### src/rtl/seq_log_pkg.sv
// Shared defaults and types for the sequence-match logger.
package seq_log_pkg;

    localparam int unsigned TS_W_DEF  = 16;
    localparam int unsigned DEPTH_DEF = 8;
    localparam int unsigned CNT_W_DEF = 16;
    localparam int unsigned DROP_W    = 8;

    typedef logic [TS_W_DEF-1:0] ts_t;

endpackage

### src/rtl/seq_match_logger_if.sv
// Valid/ready stream carrying logged match timestamps from the logger to its consumer.
interface seq_match_logger_if
    import seq_log_pkg::*;
#(
    parameter int unsigned TS_W = TS_W_DEF
);
    logic            out_valid;
    logic            out_ready;
    logic [TS_W-1:0] out_ts;

    modport master (output out_valid, output out_ts, input  out_ready);
    modport slave  (input  out_valid, input  out_ts, output out_ready);

endinterface

### src/rtl/seq_log_fifo.sv
// Show-ahead synchronous FIFO with extra-MSB pointers, synchronous clear and occupancy output.
module seq_log_fifo
    import seq_log_pkg::*;
#(
    parameter int unsigned W     = TS_W_DEF,
    parameter int unsigned DEPTH = DEPTH_DEF
) (
    input  logic                   clk,
    input  logic                   rst_n,
    input  logic                   clr,
    input  logic                   push,
    input  logic                   pop,
    input  logic [W-1:0]           wdata,
    output logic [W-1:0]           rdata,
    output logic                   full,
    output logic                   empty,
    output logic [$clog2(DEPTH):0] level
);

    localparam int unsigned AW = $clog2(DEPTH);
    localparam int unsigned PW = AW + 1;

    logic [W-1:0]  mem [DEPTH];
    logic [PW-1:0] wr_ptr;
    logic [PW-1:0] rd_ptr;
    logic          do_push;
    logic          do_pop;

    assign level   = wr_ptr - rd_ptr;
    assign empty   = (wr_ptr == rd_ptr);
    assign full    = (level == PW'(DEPTH));
    assign do_pop  = pop & ~empty;
    // A full FIFO still takes a push when the head leaves in the same cycle
    assign do_push = push & (~full | do_pop);

    always_ff @(posedge clk or negedge rst_n) begin
        if (!rst_n) begin
            wr_ptr <= '0;
            rd_ptr <= '0;
        end else if (clr) begin
            wr_ptr <= '0;
            rd_ptr <= '0;
        end else begin
            if (do_push) wr_ptr <= wr_ptr + PW'(1);
            if (do_pop)  rd_ptr <= rd_ptr + PW'(1);
        end
    end

    always_ff @(posedge clk) begin
        if (do_push && !clr) mem[wr_ptr[AW-1:0]] <= wdata;
    end

    // Head is forced to zero while empty so stale storage never shows on the bus
    assign rdata = empty ? '0 : mem[rd_ptr[AW-1:0]];

endmodule

### src/rtl/seq_match_logger.sv
// Timestamps detector match pulses into a drainable FIFO with saturating count and sticky overflow.
// Optional SEQ_LOG_DROP_CNT_EN adds an 8-bit saturating dropped-match counter (drop_cnt).
module seq_match_logger
    import seq_log_pkg::*;
#(
    parameter int unsigned TS_W  = TS_W_DEF,
    parameter int unsigned DEPTH = DEPTH_DEF,
    parameter int unsigned CNT_W = CNT_W_DEF
) (
    input  logic                   clk,
    input  logic                   rst_n,
    input  logic                   en,
    input  logic                   clr,
    input  logic                   match_i,
    seq_match_logger_if.master     out_if,
    output logic [CNT_W-1:0]       total_cnt,
    output logic [$clog2(DEPTH):0] fifo_level,
    output logic                   overflow
`ifdef SEQ_LOG_DROP_CNT_EN
    ,
    output logic [DROP_W-1:0]      drop_cnt
`endif
);

    logic [TS_W-1:0] ts;
    logic [TS_W-1:0] head_ts;
    logic            push_req;
    logic            pop_req;
    logic            full;
    logic            empty;
    logic            drop;

    assign push_req = en & match_i & ~clr;
    assign pop_req  = out_if.out_ready & ~empty;
    assign drop     = push_req & full & ~pop_req;

    assign out_if.out_valid = ~empty;
    assign out_if.out_ts    = head_ts;

    seq_log_fifo #(
        .W     (TS_W),
        .DEPTH (DEPTH)
    ) u_fifo (
        .clk   (clk),
        .rst_n (rst_n),
        .clr   (clr),
        .push  (push_req),
        .pop   (out_if.out_ready),
        .wdata (ts),
        .rdata (head_ts),
        .full  (full),
        .empty (empty),
        .level (fifo_level)
    );

    // Free-running cycle index; the value logged is the one sampled with the match
    always_ff @(posedge clk or negedge rst_n) begin
        if (!rst_n)  ts <= '0;
        else if (clr) ts <= '0;
        else if (en)  ts <= ts + TS_W'(1);
    end

    always_ff @(posedge clk or negedge rst_n) begin
        if (!rst_n) begin
            total_cnt <= '0;
            overflow  <= 1'b0;
        end else if (clr) begin
            total_cnt <= '0;
            overflow  <= 1'b0;
        end else begin
            if (push_req && (total_cnt != '1)) total_cnt <= total_cnt + CNT_W'(1);
            if (drop) overflow <= 1'b1;
        end
    end

`ifdef SEQ_LOG_DROP_CNT_EN
    always_ff @(posedge clk or negedge rst_n) begin
        if (!rst_n)                         drop_cnt <= '0;
        else if (clr)                       drop_cnt <= '0;
        else if (drop && (drop_cnt != '1))  drop_cnt <= drop_cnt + DROP_W'(1);
    end
`endif

endmodule

### src/flat_wrapper.sv
// flat-port wrapper written by rule: the top's interface ports become plain ports
module seq_match_logger_flat import seq_log_pkg::*;
#(
    parameter int unsigned TS_W  = TS_W_DEF,
    parameter int unsigned DEPTH = DEPTH_DEF,
    parameter int unsigned CNT_W = CNT_W_DEF
)
  (clk, rst_n, en, clr, match_i, total_cnt, fifo_level, overflow, out_if_out_valid, out_if_out_ts, out_if_out_ready);
  seq_match_logger_if #(.TS_W(TS_W)) out_if_i ();
  input  logic clk;
  input  logic rst_n;
  input  logic en;
  input  logic clr;
  input  logic match_i;
  output logic [CNT_W-1:0] total_cnt;
  output logic [$clog2(DEPTH):0] fifo_level;
  output logic overflow;
  output wire logic [$bits(out_if_i.out_valid)-1:0] out_if_out_valid;
  output wire logic [$bits(out_if_i.out_ts)-1:0] out_if_out_ts;
  input wire logic [$bits(out_if_i.out_ready)-1:0] out_if_out_ready;
  assign out_if_out_valid = out_if_i.out_valid;
  assign out_if_out_ts = out_if_i.out_ts;
  assign out_if_i.out_ready = out_if_out_ready;
  seq_match_logger #(.TS_W(TS_W), .DEPTH(DEPTH), .CNT_W(CNT_W)) u_core (.clk(clk), .rst_n(rst_n), .en(en), .clr(clr), .match_i(match_i), .out_if(out_if_i), .total_cnt(total_cnt), .fifo_level(fifo_level), .overflow(overflow));
endmodule
### config.mk
export PLATFORM = sky130hd
export DESIGN_NAME = seq_match_logger_flat
export DESIGN_NICKNAME = d
export VERILOG_FILES = /design/src/rtl/seq_log_pkg.sv /design/src/rtl/seq_match_logger_if.sv /design/src/rtl/seq_log_fifo.sv /design/src/rtl/seq_match_logger.sv /design/src/flat_wrapper.sv
export SDC_FILE = /design/constraint.sdc
export NUM_CORES = 1
export LEC_CHECK = 0
export BUFFER_PORTS_ARGS = -buffer_cell sky130_fd_sc_hd__buf_2
export CAP_MARGIN = 20
export CORE_MARGIN = 2
export CORE_UTILIZATION = 35
export DETAILED_ROUTE_END_ITERATION = 8
export PLACE_DENSITY = 0.62
export SLEW_MARGIN = 10
export SYNTH_ARGS = -nofsm -noshare
export SYNTH_HDL_FRONTEND = slang
export SYNTH_HIERARCHICAL = 1
export SYNTH_SLANG_ARGS = --single-unit
### constraint.sdc
create_clock -name clk -period 4.25 [get_ports clk]
set_input_delay 1.0625 -clock clk [delete_from_list [all_inputs] [get_ports clk]]
set_output_delay 1.0625 -clock clk [all_outputs]
set_load 0.01 [all_outputs]
# Word level (Yosys, flattened, before mapping)
# Memories as Yosys holds them, arrays and structs flattened.
# Cells that the tools add are included.
# op_classes
mux	13
reduce_logical	8
bitwise_logic	11
n_eq_ne	3
addsub	5
# ops
operator	count
16-bit 2-to-1 mux	5
16-bit by 1-bit adder with 16-bit output, second input constant	2
4-bit 2-to-1 mux	4
16-bit != test, second input constant	1
2-bit nonzero test	5
4-bit by 1-bit adder with 4-bit output, second input constant	2
1-bit AND	6
4-bit == test	1
4-bit == test, second input constant	1
1-bit 2-to-1 mux	4
1-bit inverter	4
4-bit subtractor	1
1-bit logical AND	2
1-bit zero test	1
1-bit OR	1
# totals
mem_count	1
elab_cells	46
register_bits	41
ram_bits	128
in_bits	6
# mem_list
name	words	word_bits	read_ports	rd_ports_with_merged_regs	wr	line	source
u_core.u_fifo.mem	8	16	1	0	1	seq_log_fifo.sv:23	logic [W-1:0] mem [DEPTH];

# Logic depth before layout (Yosys ltp)
# Gate-level depths: netlist of the first run.
# depth
word_depth	8
mapped_depth	11
depth_no_buf	8

# Modules after synthesis
# Netlist of the first run, hierarchy kept.
# by_module_without_submodules
mod	cells_each	seq_area_each_um2	instances	area_each_um2
seq_log_fifo	290	4043.9	1	5442.7
seq_match_logger	190	825.8	1	1834.3

# Least setup slack after synthesis of the first run
# OpenSTA, ideal clock, no wires.
# synth_timing
kind	register -> register
from	register u_core.u_fifo.rd_ptr[2]
to	memory u_core/u_fifo/mem[4][0] (netlist bit), enable pin
setup_ps	430
path_stages_with_launch	10
arrival_time_ps	3988
setup_slack_ps	-168
t_required_ps	3820
synth_period_minus_slack_ps	4418
cell_sequence	dfrtp_1 > clkbuf_1 > clkinv_1 > clkbuf_1 > ha_1 > a21oi_1 > a21boi_0 > o41ai_4 > or2_2 > nor4_1
# synth_between
elab_chain_cells	8
elab_cells_between_ends	11
classes_between	add/sub (1); eq/ne (2); mux (2); bitwise (5); reduce/logical (1)
# synth_rtl
element	line	source
from (decl)	seq_log_fifo.sv:25	logic [PW-1:0] rd_ptr;
from (signal assigned)	seq_log_fifo.sv:45	if (do_pop) rd_ptr <= rd_ptr + PW'(1);
4-bit subtractor or 4-bit == test (tied branches)	seq_log_fifo.sv:29, seq_log_fifo.sv:30	
4-bit == test or 1-bit inverter (tied branches)	seq_log_fifo.sv:31, seq_log_fifo.sv:32	
1-bit inverter or 1-bit AND (tied branches)	seq_log_fifo.sv:34, seq_log_fifo.sv:32	
1-bit OR *	seq_log_fifo.sv:34	assign do_push = push & (~full | do_pop);
1-bit AND *	seq_log_fifo.sv:34	
1-bit logical AND *	seq_log_fifo.sv:50	if (do_push && !clr) mem[wr_ptr[AW-1:0]] <= wdata;
1-bit 2-to-1 mux *	seq_log_fifo.sv:50	
1-bit 2-to-1 mux (not written as such) *	seq_log_fifo.sv:50	
to (decl)	seq_log_fifo.sv:23	
# Every way passes the cells marked *; elsewhere a longest branch is shown, timed or not.

# Final worst setup path of the first run
# layout_timing
from	register u_core.u_fifo.rd_ptr[2]
to	output out_if_out_valid
# layout_between
elab_chain_cells	2
# layout_rtl
element	line	source
4-bit == test	seq_log_fifo.sv:30	assign empty = (wr_ptr == rd_ptr);
net u_core.empty	seq_match_logger.sv:30	logic empty;
1-bit inverter	seq_match_logger.sv:37	assign out_if.out_valid = ~empty;
to (decl)	flat_wrapper.sv:18	output wire logic [$bits(out_if_i.out_valid)-1:0] out_if_out_valid;
# The timed path passes the listed nets, and every way through them passes these cells.

==> impl_metrics.xml, run 1 <==
<?xml version="1.0" encoding="UTF-8"?>
<metrics>
  <group name="outcome">
    <metric name="run_status" unit="">finished clean</metric>
  </group>
  <group name="yosys">
    <metric name="postSynthAreaPerCell" unit="um2">15.2</metric>
    <metric name="synth_seq_cells" unit="">169</metric>
    <metric name="synth.largest_area_cell" unit="">edfxtp_1</metric>
    <metric name="synth.yosys.seq_area_share" unit="%">66.9</metric>
    <metric name="netlist_top_cells_area" unit="">edfxtp_1 (53%), dfrtp_1 (14%), mux4_2 (9.9%)</metric>
    <metric name="synth_compound_gate_area_share" unit="%">5.48</metric>
    <metric name="async_reset_ff_share" unit="%">24.3</metric>
    <metric name="post-synth-top-count-cell" unit="">edfxtp_1</metric>
    <metric name="synth-adder-area-share" unit="%">1.48</metric>
    <metric name="synth_top_family_by_area" unit="">simple AND/OR/NAND/NOR gates</metric>
    <metric name="synth_edf_count" unit="">128</metric>
    <metric name="synth_mux_area_share" unit="%">10.6</metric>
    <metric name="synthesized_net_count" unit="">494</metric>
    <metric name="synth.top_cells.by_count" unit="">edfxtp_1 (128), nand2_1 (44), dfrtp_1 (41), a21oi_1 (32), mux4_2 (32)</metric>
    <metric name="synth-simple-area-share" unit="%">10.9</metric>
    <metric name="synth_area" unit="um2">7280</metric>
    <metric name="synth_cell_type_count" unit="">51</metric>
    <metric name="post_synth_xor_area_fraction" unit="%">2.05</metric>
    <metric name="post_synth_inst_count" unit="">480</metric>
    <metric name="yosys_warnings" unit="">6</metric>
    <metric name="post-synth-top-area-fraction" unit="%">52.8</metric>
    <metric name="synthFlopType" unit="">edfxtp_1</metric>
  </group>
  <group name="timing">
    <metric name="clk_skew" unit="ns">0.0108</metric>
    <metric name="period_needed" unit="ns">3.50</metric>
    <metric name="finalMaxSlewViolations" unit="">0</metric>
    <metric name="slew-limit-headroom" unit="%">33.5</metric>
    <metric name="count_of_final_setup_violators" unit="">0</metric>
    <metric name="grt_setup_unrepaired" unit="">false</metric>
    <metric name="setup_slack" unit="ns">0.753</metric>
    <metric name="fin_crit_sh" unit="%">82.3</metric>
    <metric name="max_slew.worst_pin.slew" unit="ns">0.991</metric>
    <metric name="worst_hold_margin" unit="ns">0.565</metric>
    <metric name="max_freq" unit="MHz">286</metric>
    <metric name="report.final.hold_viol_count" unit="">0</metric>
  </group>
  <group name="placement">
    <metric name="buffer_ports.inserted" unit="">43</metric>
    <metric name="pre_cts_ws" unit="ns">0.843</metric>
    <metric name="place_area" unit="um2">7830</metric>
    <metric name="gp_congestion" unit="">0.794</metric>
    <metric name="dp_hpwl" unit="um">9480</metric>
  </group>
  <group name="drt">
    <metric name="dr_total_vias" unit="">4307</metric>
    <metric name="drt_drc_violations_left" unit="">0</metric>
    <metric name="detail-route-antenna-nets" unit="">0</metric>
    <metric name="vias_per_cell" unit="">5.30</metric>
    <metric name="drtPass1Iterations" unit="">4</metric>
    <metric name="route.detailed.wl_per_inst" unit="um">18.5</metric>
    <metric name="detail_route.iter0.violations" unit="">327</metric>
    <metric name="drt_wl_total" unit="um">15100</metric>
  </group>
  <group name="cells_and_area">
    <metric name="layout-drive-gt1-share" unit="%">25.6</metric>
    <metric name="stdcell_area" unit="um2">8380</metric>
    <metric name="fin_util" unit="%">41.3</metric>
    <metric name="net_total_in_the_final_layout" unit="">544</metric>
    <metric name="antenna_cells_inserted" unit="">0</metric>
    <metric name="flow.area_growth_from_synthesis" unit="%">15.2</metric>
  </group>
  <group name="min_path">
    <metric name="min-delay-path-class" unit="">reg -&gt; reg</metric>
  </group>
  <group name="global_route">
    <metric name="grt_max_degree" unit="">43</metric>
    <metric name="globalRouteTotalUtil" unit="%">14.3</metric>
    <metric name="grtUsageMet2" unit="%">23.7</metric>
    <metric name="grt-busiest-layer" unit="">met2</metric>
    <metric name="number_of_antenna_violations_at_the_first_check_in_global_routing" unit="">0</metric>
    <metric name="groute.layer.met3.usage" unit="%">3.28</metric>
    <metric name="number_of_global_route_vias_before_repair" unit="">4300</metric>
    <metric name="wire_length_of_the_first_global_routing_pass" unit="um">23900</metric>
    <metric name="global_route.overflow_total" unit="">0</metric>
    <metric name="groute.layer.met1.usage" unit="%">19.1</metric>
  </group>
  <group name="clock_tree">
    <metric name="postCtsResizedCells" unit="">0</metric>
    <metric name="worstSkewPairLatency" unit="ns">0.43</metric>
    <metric name="cts_tree" unit="">yes</metric>
    <metric name="inserted_clock_buffers" unit="">17</metric>
    <metric name="cts.htree.levels" unit="">4</metric>
    <metric name="post_cts.repair.setup_buffers" unit="">0</metric>
    <metric name="clock_sinks" unit="">169</metric>
    <metric name="cts_buffer_depth" unit="">2</metric>
    <metric name="clk_pin_slew_worst_paths" unit="ns">0.06</metric>
    <metric name="ctsHoldBuffers" unit="">0</metric>
    <metric name="clock_tree.root_cell" unit="">clkbuf_16</metric>
  </group>
  <group name="floorplan">
    <metric name="fp.dieArea" unit="um2">22000</metric>
    <metric name="row_count" unit="">52</metric>
    <metric name="top_level_i_o_count" unit="">44</metric>
    <metric name="coreArea" unit="um2">20300</metric>
    <metric name="die_height" unit="um">148</metric>
    <metric name="initial_core_util" unit="%">35.8</metric>
    <metric name="die_w" unit="um">148</metric>
  </group>
  <group name="power_and_ir_drop">
    <metric name="power.static_leakage" unit="nW">3.17</metric>
    <metric name="vdd_drop_max" unit="uV">304</metric>
    <metric name="p_per_area" unit="nW/um2">429</metric>
  </group>
  <group name="setup_path">
    <metric name="cp_launch_type" unit="">flip-flop</metric>
    <metric name="worst-r2r-setup-slack" unit="ns">0.86</metric>
    <metric name="timing.critical_path.fanout_max" unit="">18</metric>
    <metric name="class_of_the_most_critical_setup_path" unit="">reg -&gt; out</metric>
    <metric name="setup.worst_path.end_class" unit="">output port</metric>
    <metric name="critical_path_arrival" unit="ns">2.43</metric>
    <metric name="critPathRequiredTime" unit="ns">3.19</metric>
  </group>
  <group name="job">
    <metric name="max-cap-violations" unit="">0</metric>
  </group>
</metrics>
## final timing paths
check | to | depth (start not counted) | from
min reg2reg | u_core/u_fifo/rd_ptr[3]$_DFFE_PN0P_ | 2 | u_core/u_fifo/rd_ptr[3]$_DFFE_PN0P_
max in group asynchronous | u_core/u_fifo/rd_ptr[0]$_DFFE_PN0P_ | 1 | rst_n
min | u_core/u_fifo/rd_ptr[3]$_DFFE_PN0P_ | 2 | u_core/u_fifo/rd_ptr[3]$_DFFE_PN0P_
max | out_if_out_valid | 6 | u_core/u_fifo/rd_ptr[2]$_DFFE_PN0P_
max reg2reg | u_core/u_fifo/mem[2][3]$_DFFE_PP_ | 7 | u_core/u_fifo/wr_ptr[1]$_DFFE_PN0P_
min in group asynchronous | u_core/total_cnt[3]$_DFFE_PN0P_ | 1 | rst_n
## routing by layer
metal,share of wire [%],vias up
met4,1.0,0
met5,0,-
met3,3.8,12
met1,44,2230
li1,-,1962
met2,51,103
## power breakdown
group          switching, mW  internal, mW  leakage [nW]
registers             0.0141          1.77          1.91
clock network          0.684         0.775         0.267
logic                  0.199         0.147         0.999
total                  0.897          2.70          3.17
## layout by cell type (no fill, tap or decap), types with 3 or more instances in the layout
| cell type | synthesis | layout |
|---|---|---|
| mux2i_1 | 3 | 3 |
| dfrtp_1 | 41 | 40 |
| a21oi_1 | 32 | 32 |
| nand2_1 | 44 | 44 |
| clkbuf_16 | 0 | 17 |
| o31ai_1 | 3 | 3 |
| o31a_1 | 4 | 4 |
| nor3_1 | 7 | 5 |
| ha_1 | 7 | 7 |
| nor2_1 | 26 | 26 |
| clkinvlp_4 | 0 | 3 |
| xnor2_1 | 11 | 11 |
| o21ai_0 | 11 | 11 |
| nand3b_1 | 3 | 3 |
| inv_1 | 12 | 12 |
| buf_2 | 6 | 43 |
| inv_6 | 0 | 3 |
| xor2_1 | 6 | 6 |
| and3_1 | 6 | 6 |
| nand3_1 | 13 | 13 |
| nor4_2 | 0 | 4 |
| nor4_1 | 8 | 4 |
| mux4_2 | 32 | 32 |
| o21a_1 | 3 | 3 |
| or3_1 | 9 | 9 |
| buf_4 | 4 | 13 |
| edfxtp_1 | 128 | 128 |
| inv_8 | 0 | 6 |
| nand4_1 | 12 | 12 |
## cell families (layout without fill, tap and decap cells)
group | Yosys count | after routing
AO/OA/AOI/OAI | 63 | 63
XOR/XNOR | 17 | 17
adder cells (fa/ha/maj) | 8 | 8
buffers and inverters | 38 | 101
flip-flops | 169 | 169
multiplexers | 37 | 37
AND/OR/NAND/NOR | 148 | 148
## sequential cells by signal, indices dropped and copies added (netlist names)
name,flops
u_core/ts,16
u_core/u_fifo/mem,128
u_core/total_cnt,16
u_core/u_fifo/rd_ptr,4
u_core/overflow,1
u_core/u_fifo/wr_ptr,4
## worst max-delay path, cell delays in order, from the launching register on
cell	delay (ns)
dfrtp_1	0.32
buf_4	0.25
clkinv_1	0.13
ha_1	0.38
and4_2	0.56
inv_1	0.18
buf_2	0.18
## per-stage QoR
step | setup TNS, ns | power [mW] | std cells
after floorplan | -5.39 | 2.06 | 480
after global placement | 0 | 2.17 | 781
after detailed placement | 0 | 2.18 | 781
after CTS | 0 | 3.63 | 813
after global routing | 0 | 3.73 | 813
final | 0 | 3.59 | 813
## final cells by class
class	instances	area (um2)
flip-flops and latches	169	4870
multi-input cells	273	2250
well taps	270	338
clock inverters	14	129
repair buffers	56	313
inverters	13	48.8
fillers	1873	11900
clock buffers	18	429
(Power assumes the default switching activity.)
==> run 2: changes to the inputs <==
--- a/config.mk
+++ b/config.mk
@@ -10,7 +10,7 @@
 export CORE_MARGIN = 2
 export CORE_UTILIZATION = 35
 export DETAILED_ROUTE_END_ITERATION = 8
-export PLACE_DENSITY = 0.62
+export PLACE_DENSITY = 0.6
 export SLEW_MARGIN = 10
 export SYNTH_ARGS = -nofsm -noshare
 export SYNTH_HDL_FRONTEND = slang
==> constraint.sdc (replaced) <==
create_clock -name clk -period 3.5 [get_ports clk]
set_input_delay 0.875 -clock clk [delete_from_list [all_inputs] [get_ports clk]]
set_output_delay 0.875 -clock clk [all_outputs]
set_load 0.01 [all_outputs]
==> run 2 against run 1 <==
  * Sequential share of layout area decreased by 0.60 points
  * Clock power increased by 22%
  * Utilization increased by 0.43 points
  * Wire length increased by 4.9%
  * Critical path depth decreased by 1
  * Via count increased by 1.3%
  * Global-route usage increased by 0.74 points
  * First-iteration DRC count decreased by 15%
  * Combinational power increased by 29%
  * Hold slack got worse by 0.17 ns
==> impl_metrics.xml, run 2 (synthesis results as in run 1) <==
<?xml version="1.0" encoding="UTF-8"?>
<metrics>
  <group name="outcome">
    <metric name="run_status" unit="">finished clean</metric>
  </group>
  <group name="timing">
    <metric name="max_freq" unit="MHz">309</metric>
    <metric name="count_of_final_setup_violators" unit="">0</metric>
    <metric name="max_slew.worst_pin.slew" unit="ns">1.01</metric>
    <metric name="worst_hold_margin" unit="ns">0.397</metric>
    <metric name="fin_crit_sh" unit="%">92.5</metric>
    <metric name="timing.setup.tns" unit="ns">0</metric>
    <metric name="grt_setup_unrepaired" unit="">false</metric>
    <metric name="slew-limit-headroom" unit="%">32.3</metric>
    <metric name="clk_skew" unit="ns">0.00884</metric>
    <metric name="finalMaxSlewViolations" unit="">0</metric>
    <metric name="period_needed" unit="ns">3.24</metric>
    <metric name="report.final.hold_viol_count" unit="">0</metric>
  </group>
  <group name="setup_path">
    <metric name="rr_startpoint" unit="">u_core/u_fifo/rd_ptr[2]$_DFFE_PN0P_</metric>
    <metric name="cp_launch_type" unit="">flip-flop</metric>
    <metric name="timing.critical_path.fanout_max" unit="">35</metric>
    <metric name="critical_path_arrival" unit="ns">2.36</metric>
    <metric name="critPathRequiredTime" unit="ns">2.62</metric>
    <metric name="timing.critical_path.to" unit="">out_if_out_ts[11]</metric>
    <metric name="critical_path_start" unit="">u_core/u_fifo/rd_ptr[0]$_DFFE_PN0P_</metric>
    <metric name="crit-reg2reg-capture" unit="">u_core/u_fifo/mem[6][9]$_DFFE_PP_</metric>
    <metric name="class_of_the_most_critical_setup_path" unit="">reg -&gt; out</metric>
    <metric name="r2r.worst_path.cells" unit="">8</metric>
    <metric name="setup.worst_path.end_class" unit="">output port</metric>
    <metric name="worst-r2r-setup-slack" unit="ns">0.44</metric>
  </group>
  <group name="cells_and_area">
    <metric name="mostFrequentLayoutCells" unit="">edfxtp_1 (128), nand2_1 (44), buf_2 (43)</metric>
    <metric name="largest_reg_flops" unit="">128</metric>
    <metric name="mostFrequentLayoutCell" unit="">edfxtp_1</metric>
    <metric name="seqCellArea" unit="um2">4870</metric>
    <metric name="antenna_cells_inserted" unit="">0</metric>
    <metric name="stdcell_area" unit="um2">8470</metric>
    <metric name="layout.cells.non_filler" unit="">818</metric>
    <metric name="fillCellCount" unit="">1865</metric>
    <metric name="flow.area_growth_from_synthesis" unit="%">16.4</metric>
    <metric name="net_total_in_the_final_layout" unit="">549</metric>
    <metric name="multi_input_comb_area" unit="um2">2280</metric>
    <metric name="layout-drive-gt1-share" unit="%">26.3</metric>
  </group>
  <group name="clock_tree">
    <metric name="inserted_clock_buffers" unit="">17</metric>
    <metric name="postCtsResizedCells" unit="">0</metric>
    <metric name="clock_tree.root_cell" unit="">clkbuf_16</metric>
    <metric name="post_cts.repair.setup_buffers" unit="">0</metric>
    <metric name="cts_tree" unit="">yes</metric>
    <metric name="clock_sinks" unit="">169</metric>
    <metric name="ctsHoldBuffers" unit="">0</metric>
    <metric name="cts.htree.levels" unit="">4</metric>
    <metric name="clk_pin_slew_worst_paths" unit="ns">0.07</metric>
    <metric name="cts_buffer_depth" unit="">2</metric>
    <metric name="worstSkewPairLatency" unit="ns">0.43</metric>
  </group>
  <group name="power_and_ir_drop">
    <metric name="totalPowerFinal" unit="mW">4.40</metric>
    <metric name="vdd_drop_max" unit="uV">431</metric>
    <metric name="p_per_area" unit="nW/um2">519</metric>
    <metric name="power.static_leakage" unit="nW">3.22</metric>
  </group>
  <group name="drt">
    <metric name="drt_wl_total" unit="um">15800</metric>
    <metric name="drtPass1Iterations" unit="">4</metric>
    <metric name="route.detailed.wl_per_inst" unit="um">19.3</metric>
    <metric name="detail_route.iter0.violations" unit="">277</metric>
    <metric name="dr_total_vias" unit="">4363</metric>
    <metric name="vias_per_cell" unit="">5.33</metric>
    <metric name="drt_drc_violations_left" unit="">0</metric>
    <metric name="detail-route-antenna-nets" unit="">0</metric>
  </group>
  <group name="floorplan">
    <metric name="top_level_i_o_count" unit="">44</metric>
    <metric name="fp.dieArea" unit="um2">22000</metric>
    <metric name="initial_core_util" unit="%">35.8</metric>
    <metric name="row_count" unit="">52</metric>
    <metric name="die_height" unit="um">148</metric>
    <metric name="die_w" unit="um">148</metric>
    <metric name="coreArea" unit="um2">20300</metric>
  </group>
  <group name="global_route">
    <metric name="wire_length_of_the_first_global_routing_pass" unit="um">25000</metric>
    <metric name="number_of_antenna_violations_at_the_first_check_in_global_routing" unit="">0</metric>
    <metric name="number_of_global_route_vias_before_repair" unit="">4306</metric>
    <metric name="globalRouteTotalUtil" unit="%">15.1</metric>
    <metric name="global_route.overflow_total" unit="">0</metric>
    <metric name="grt_max_degree" unit="">42</metric>
  </group>
  <group name="job">
    <metric name="max-cap-violations" unit="">0</metric>
  </group>
  <group name="placement">
    <metric name="gp_congestion" unit="">0.796</metric>
    <metric name="number_of_cells_after_detailed_placement" unit="">784</metric>
    <metric name="buffer_ports.inserted" unit="">43</metric>
    <metric name="dp_hpwl" unit="um">10300</metric>
    <metric name="place_area" unit="um2">7870</metric>
  </group>
  <group name="min_path">
    <metric name="min-delay-path-class" unit="">in -&gt; async</metric>
  </group>
</metrics>
## run 2: changes by cell type in the layout (fill, tap and decap cells not counted), sizes merged
| cell | previous run | this run |
|---|---|---|
| buf | 56 | 61 |
| clkinv | 3 | 6 |
| clkinvlp | 3 | 2 |
| inv | 21 | 19 |
## run 2: area by class of cell
class                   instances  area share, %
multi-input cells             273           26.9
well taps                     270           3.99
flip-flops and latches        169           57.5
inverters                      13          0.576
clock buffers                  18           5.07
clock inverters                14           1.60
repair buffers                 61           4.37
## run 2: routing by layer
| layer | track usage (%) | wire length [um] |
|---|---|---|
| met5 | 0 | 0 |
| met2 | 23.3 | 7530 |
| met4 | 4.86 | 201 |
| met3 | 3.04 | 682 |
| met1 | 21.6 | 7380 |
## run 2: worst min-delay path by stage
stage | cells past startpoint | to | slack (ns)
final | 1 | u_core/total_cnt[0]$_DFFE_PN0P_ | 0.40
after global placement | 2 | u_core/overflow$_DFFE_PN0P_ | 0.51
after global routing | 1 | u_core/ts[12]$_DFFE_PN0P_ | 0.42
after CTS | 2 | u_core/overflow$_DFFE_PN0P_ | 0.54
after floorplan | 2 | u_core/u_fifo/rd_ptr[3]$_DFFE_PN0P_ | 0.52
after detailed placement | 2 | u_core/overflow$_DFFE_PN0P_ | 0.52
## run 2: through the flow
| stage | worst slack (ns) | util, % |
|---|---|---|
| floorplan | -0.608 | - |
| global placement | 0.270 | 38.7 |
| finish | 0.262 | 41.7 |
| detailed placement | 0.264 | 38.8 |
| global route | 0.113 | 41.7 |
| CTS | 0.205 | 41.5 |
## run 2: critical path: stages (launching register included)
cell	delay (ns)
dfrtp_2	0.36
buf_4	0.55
mux4_2	0.58
nand2_1	0.13
a21oi_1	0.10
buf_2	0.17
## run 2: power breakdown
part	switching, mW	internal (mW)
clock network	0.842	0.942
registers	0.0153	2.15
logic	0.257	0.189
==> run 3: changes to the inputs <==
==> constraint.sdc (replaced) <==
create_clock -name clk -period 3.5 [get_ports clk]
set_input_delay 0.875 -clock clk [delete_from_list [all_inputs] [get_ports clk]]
set_output_delay 0.875 -clock clk [all_outputs]
set_load 0.05 [all_outputs]
==> run 3 against run 2 <==
  * Critical path depth stayed put
  * Die area stayed put
  * Global-route usage is 0.30 points lower
  * Clock-buffer cell count stayed put
  * Utilization is 0.21 points higher
  * Sequential power hardly changed
  * Final area is 0.50% higher
  * Wire length is 3.1% lower
  * Power is 5.3% higher
  * Sequential cell count stayed put
  * Combinational power is 39% higher
  * Maximum frequency is 0.22% lower
  * Critical path type unchanged
==> impl_metrics.xml, run 3 (synthesis results as in run 1) <==
<?xml version="1.0" encoding="UTF-8"?>
<metrics>
  <group name="floorplan">
    <metric name="coreArea" unit="um2">20300</metric>
    <metric name="top_level_i_o_count" unit="">44</metric>
    <metric name="row_count" unit="">52</metric>
    <metric name="die_height" unit="um">148</metric>
    <metric name="die_w" unit="um">148</metric>
    <metric name="initial_core_util" unit="%">35.8</metric>
    <metric name="fp.dieArea" unit="um2">22000</metric>
  </group>
  <group name="cells_and_area">
    <metric name="largest_reg_flops" unit="">128</metric>
    <metric name="antenna_cells_inserted" unit="">0</metric>
    <metric name="multi_input_comb_area" unit="um2">2320</metric>
    <metric name="mostFrequentLayoutCell" unit="">edfxtp_1</metric>
    <metric name="mostFrequentLayoutCells" unit="">edfxtp_1 (128), nand2_1 (44), buf_2 (43)</metric>
    <metric name="net_total_in_the_final_layout" unit="">549</metric>
    <metric name="fillCellCount" unit="">1858</metric>
    <metric name="layout-drive-gt1-share" unit="%">26.3</metric>
    <metric name="fin_util" unit="%">41.9</metric>
    <metric name="flow.area_growth_from_synthesis" unit="%">17.0</metric>
    <metric name="seqCellArea" unit="um2">4870</metric>
  </group>
  <group name="timing">
    <metric name="grt_setup_unrepaired" unit="">false</metric>
    <metric name="max_freq" unit="MHz">308</metric>
    <metric name="clk_skew" unit="ns">0.00981</metric>
    <metric name="report.final.hold_viol_count" unit="">0</metric>
    <metric name="period_needed" unit="ns">3.25</metric>
    <metric name="max_slew.worst_pin.slew" unit="ns">1.07</metric>
    <metric name="fin_crit_sh" unit="%">92.7</metric>
    <metric name="count_of_final_setup_violators" unit="">0</metric>
    <metric name="finalMaxSlewViolations" unit="">0</metric>
    <metric name="slew-limit-headroom" unit="%">28.9</metric>
    <metric name="setup_slack" unit="ns">0.255</metric>
  </group>
  <group name="setup_path">
    <metric name="timing.critical_path.to" unit="">out_if_out_ts[12]</metric>
    <metric name="critical_path_arrival" unit="ns">2.37</metric>
    <metric name="critical_path_start" unit="">u_core/u_fifo/rd_ptr[0]$_DFFE_PN0P_</metric>
    <metric name="cp_launch_type" unit="">flip-flop</metric>
    <metric name="crit-reg2reg-capture" unit="">u_core/u_fifo/mem[2][13]$_DFFE_PP_</metric>
    <metric name="setup.worst_path.end_class" unit="">output port</metric>
    <metric name="r2r.worst_path.cells" unit="">9</metric>
    <metric name="rr_startpoint" unit="">u_core/u_fifo/wr_ptr[0]$_DFFE_PN0P_</metric>
    <metric name="timing.critical_path.fanout_max" unit="">35</metric>
    <metric name="critPathRequiredTime" unit="ns">2.62</metric>
    <metric name="class_of_the_most_critical_setup_path" unit="">reg -&gt; out</metric>
    <metric name="worst-r2r-setup-slack" unit="ns">0.32</metric>
  </group>
  <group name="power_and_ir_drop">
    <metric name="vdd_drop_max" unit="uV">333</metric>
    <metric name="power.static_leakage" unit="nW">3.23</metric>
    <metric name="clkPwrFrac" unit="%">39.7</metric>
    <metric name="seq_power_share" unit="%">46.9</metric>
    <metric name="comb_power_share" unit="%">13.4</metric>
    <metric name="p_per_area" unit="nW/um2">544</metric>
    <metric name="power_report.internal_total" unit="mW">3.40</metric>
    <metric name="power.net_switching" unit="mW">1.23</metric>
    <metric name="power.switching_fraction" unit="%">26.6</metric>
  </group>
  <group name="clock_tree">
    <metric name="post_cts.repair.setup_buffers" unit="">0</metric>
    <metric name="ctsHoldBuffers" unit="">0</metric>
    <metric name="clock_sinks" unit="">169</metric>
    <metric name="cts_buffer_depth" unit="">2</metric>
    <metric name="clock_tree.root_cell" unit="">clkbuf_16</metric>
    <metric name="worstSkewPairLatency" unit="ns">0.42</metric>
    <metric name="cts.htree.levels" unit="">4</metric>
    <metric name="inserted_clock_buffers" unit="">17</metric>
    <metric name="postCtsResizedCells" unit="">0</metric>
    <metric name="cts_tree" unit="">yes</metric>
    <metric name="clk_pin_slew_worst_paths" unit="ns">0.06</metric>
  </group>
  <group name="drt">
    <metric name="dr_total_vias" unit="">4272</metric>
    <metric name="drt_drc_violations_left" unit="">0</metric>
    <metric name="vias_per_cell" unit="">5.23</metric>
    <metric name="detail_route.iter0.violations" unit="">269</metric>
    <metric name="detail-route-antenna-nets" unit="">0</metric>
    <metric name="drt_wl_total" unit="um">15300</metric>
    <metric name="route.detailed.wl_per_inst" unit="um">18.7</metric>
    <metric name="drtPass1Iterations" unit="">5</metric>
  </group>
  <group name="global_route">
    <metric name="number_of_antenna_violations_at_the_first_check_in_global_routing" unit="">0</metric>
    <metric name="global_route.overflow_total" unit="">0</metric>
    <metric name="grt_max_degree" unit="">43</metric>
    <metric name="number_of_global_route_vias_before_repair" unit="">4499</metric>
    <metric name="globalRouteTotalUtil" unit="%">14.8</metric>
    <metric name="wire_length_of_the_first_global_routing_pass" unit="um">24500</metric>
  </group>
  <group name="placement">
    <metric name="buffer_ports.inserted" unit="">43</metric>
    <metric name="gp_congestion" unit="">0.806</metric>
    <metric name="dp_hpwl" unit="um">9780</metric>
    <metric name="pre_cts_ws" unit="ns">0.351</metric>
  </group>
  <group name="job">
    <metric name="max-cap-violations" unit="">0</metric>
  </group>
  <group name="min_path">
    <metric name="min-delay-path-class" unit="">reg -&gt; reg</metric>
  </group>
  <group name="outcome">
    <metric name="run_status" unit="">finished clean</metric>
  </group>
</metrics>
[run 3: worst max-delay path: stages, from the launching register on]
cell and delay (ns):
dfrtp_2 0.35, buf_4 0.55, mux4_2 0.61, nand2_1 0.09, a21oi_1 0.08, buf_2 0.24
[run 3: routing by layer]
metal	GRT usage (%)	wire, um	up-vias	part of all wire, %
li1	-	-	1969	-
met1	19.0	6780	2197	44
met2	24.2	7740	92	51
met3	2.79	508	14	3.3
met4	7.24	276	0	1.8
met5	0	0	-	0
[run 3: final cells by class]
cell class | count | area share, %
flip-flops and latches | 169 | 57.2
multi-input cells | 273 | 27.3
clock buffers | 18 | 5.04
inverters | 13 | 0.588
well taps | 270 | 3.97
clock inverters | 13 | 1.68
repair buffers | 61 | 4.25
[run 3: worst min-delay path by stage]
stage | startpoint | to | slack, ns | cells past startpoint
6_report | u_core/overflow$_DFFE_PN0P_ | u_core/overflow$_DFFE_PN0P_ | 0.50 | 2
5_1_grt | u_core/overflow$_DFFE_PN0P_ | u_core/overflow$_DFFE_PN0P_ | 0.57 | 2
3_3_place_gp | u_core/overflow$_DFFE_PN0P_ | u_core/overflow$_DFFE_PN0P_ | 0.48 | 2
3_5_place_dp | u_core/overflow$_DFFE_PN0P_ | u_core/overflow$_DFFE_PN0P_ | 0.50 | 2
4_1_cts | u_core/overflow$_DFFE_PN0P_ | u_core/overflow$_DFFE_PN0P_ | 0.51 | 2
2_1_floorplan | u_core/u_fifo/rd_ptr[3]$_DFFE_PN0P_ | u_core/u_fifo/rd_ptr[3]$_DFFE_PN0P_ | 0.52 | 2
[run 3: metrics by stage]
step	TNS, ns	hold slack, ns	total power [mW]	instance area (um2)	instances
6_report	0	0.503	4.63	8510	817
5_1_grt	0	0.566	4.80	8510	817
4_1_cts	0	0.514	4.69	8510	817
3_5_place_dp	0	0.499	2.84	7940	786
3_3_place_gp	0	0.485	2.84	7920	784
2_1_floorplan	-1.46	0.525	2.70	7360	480
[run 3: power by group through the flow]
stage	sequential (mW)	combinational [mW]	clock [mW]
2_1_floorplan	2.22	0.483	0
3_3_place_gp	2.21	0.625	0
3_5_place_dp	2.21	0.633	0
4_1_cts	2.17	0.634	1.88
5_1_grt	2.17	0.665	1.97
6_report	2.17	0.622	1.84
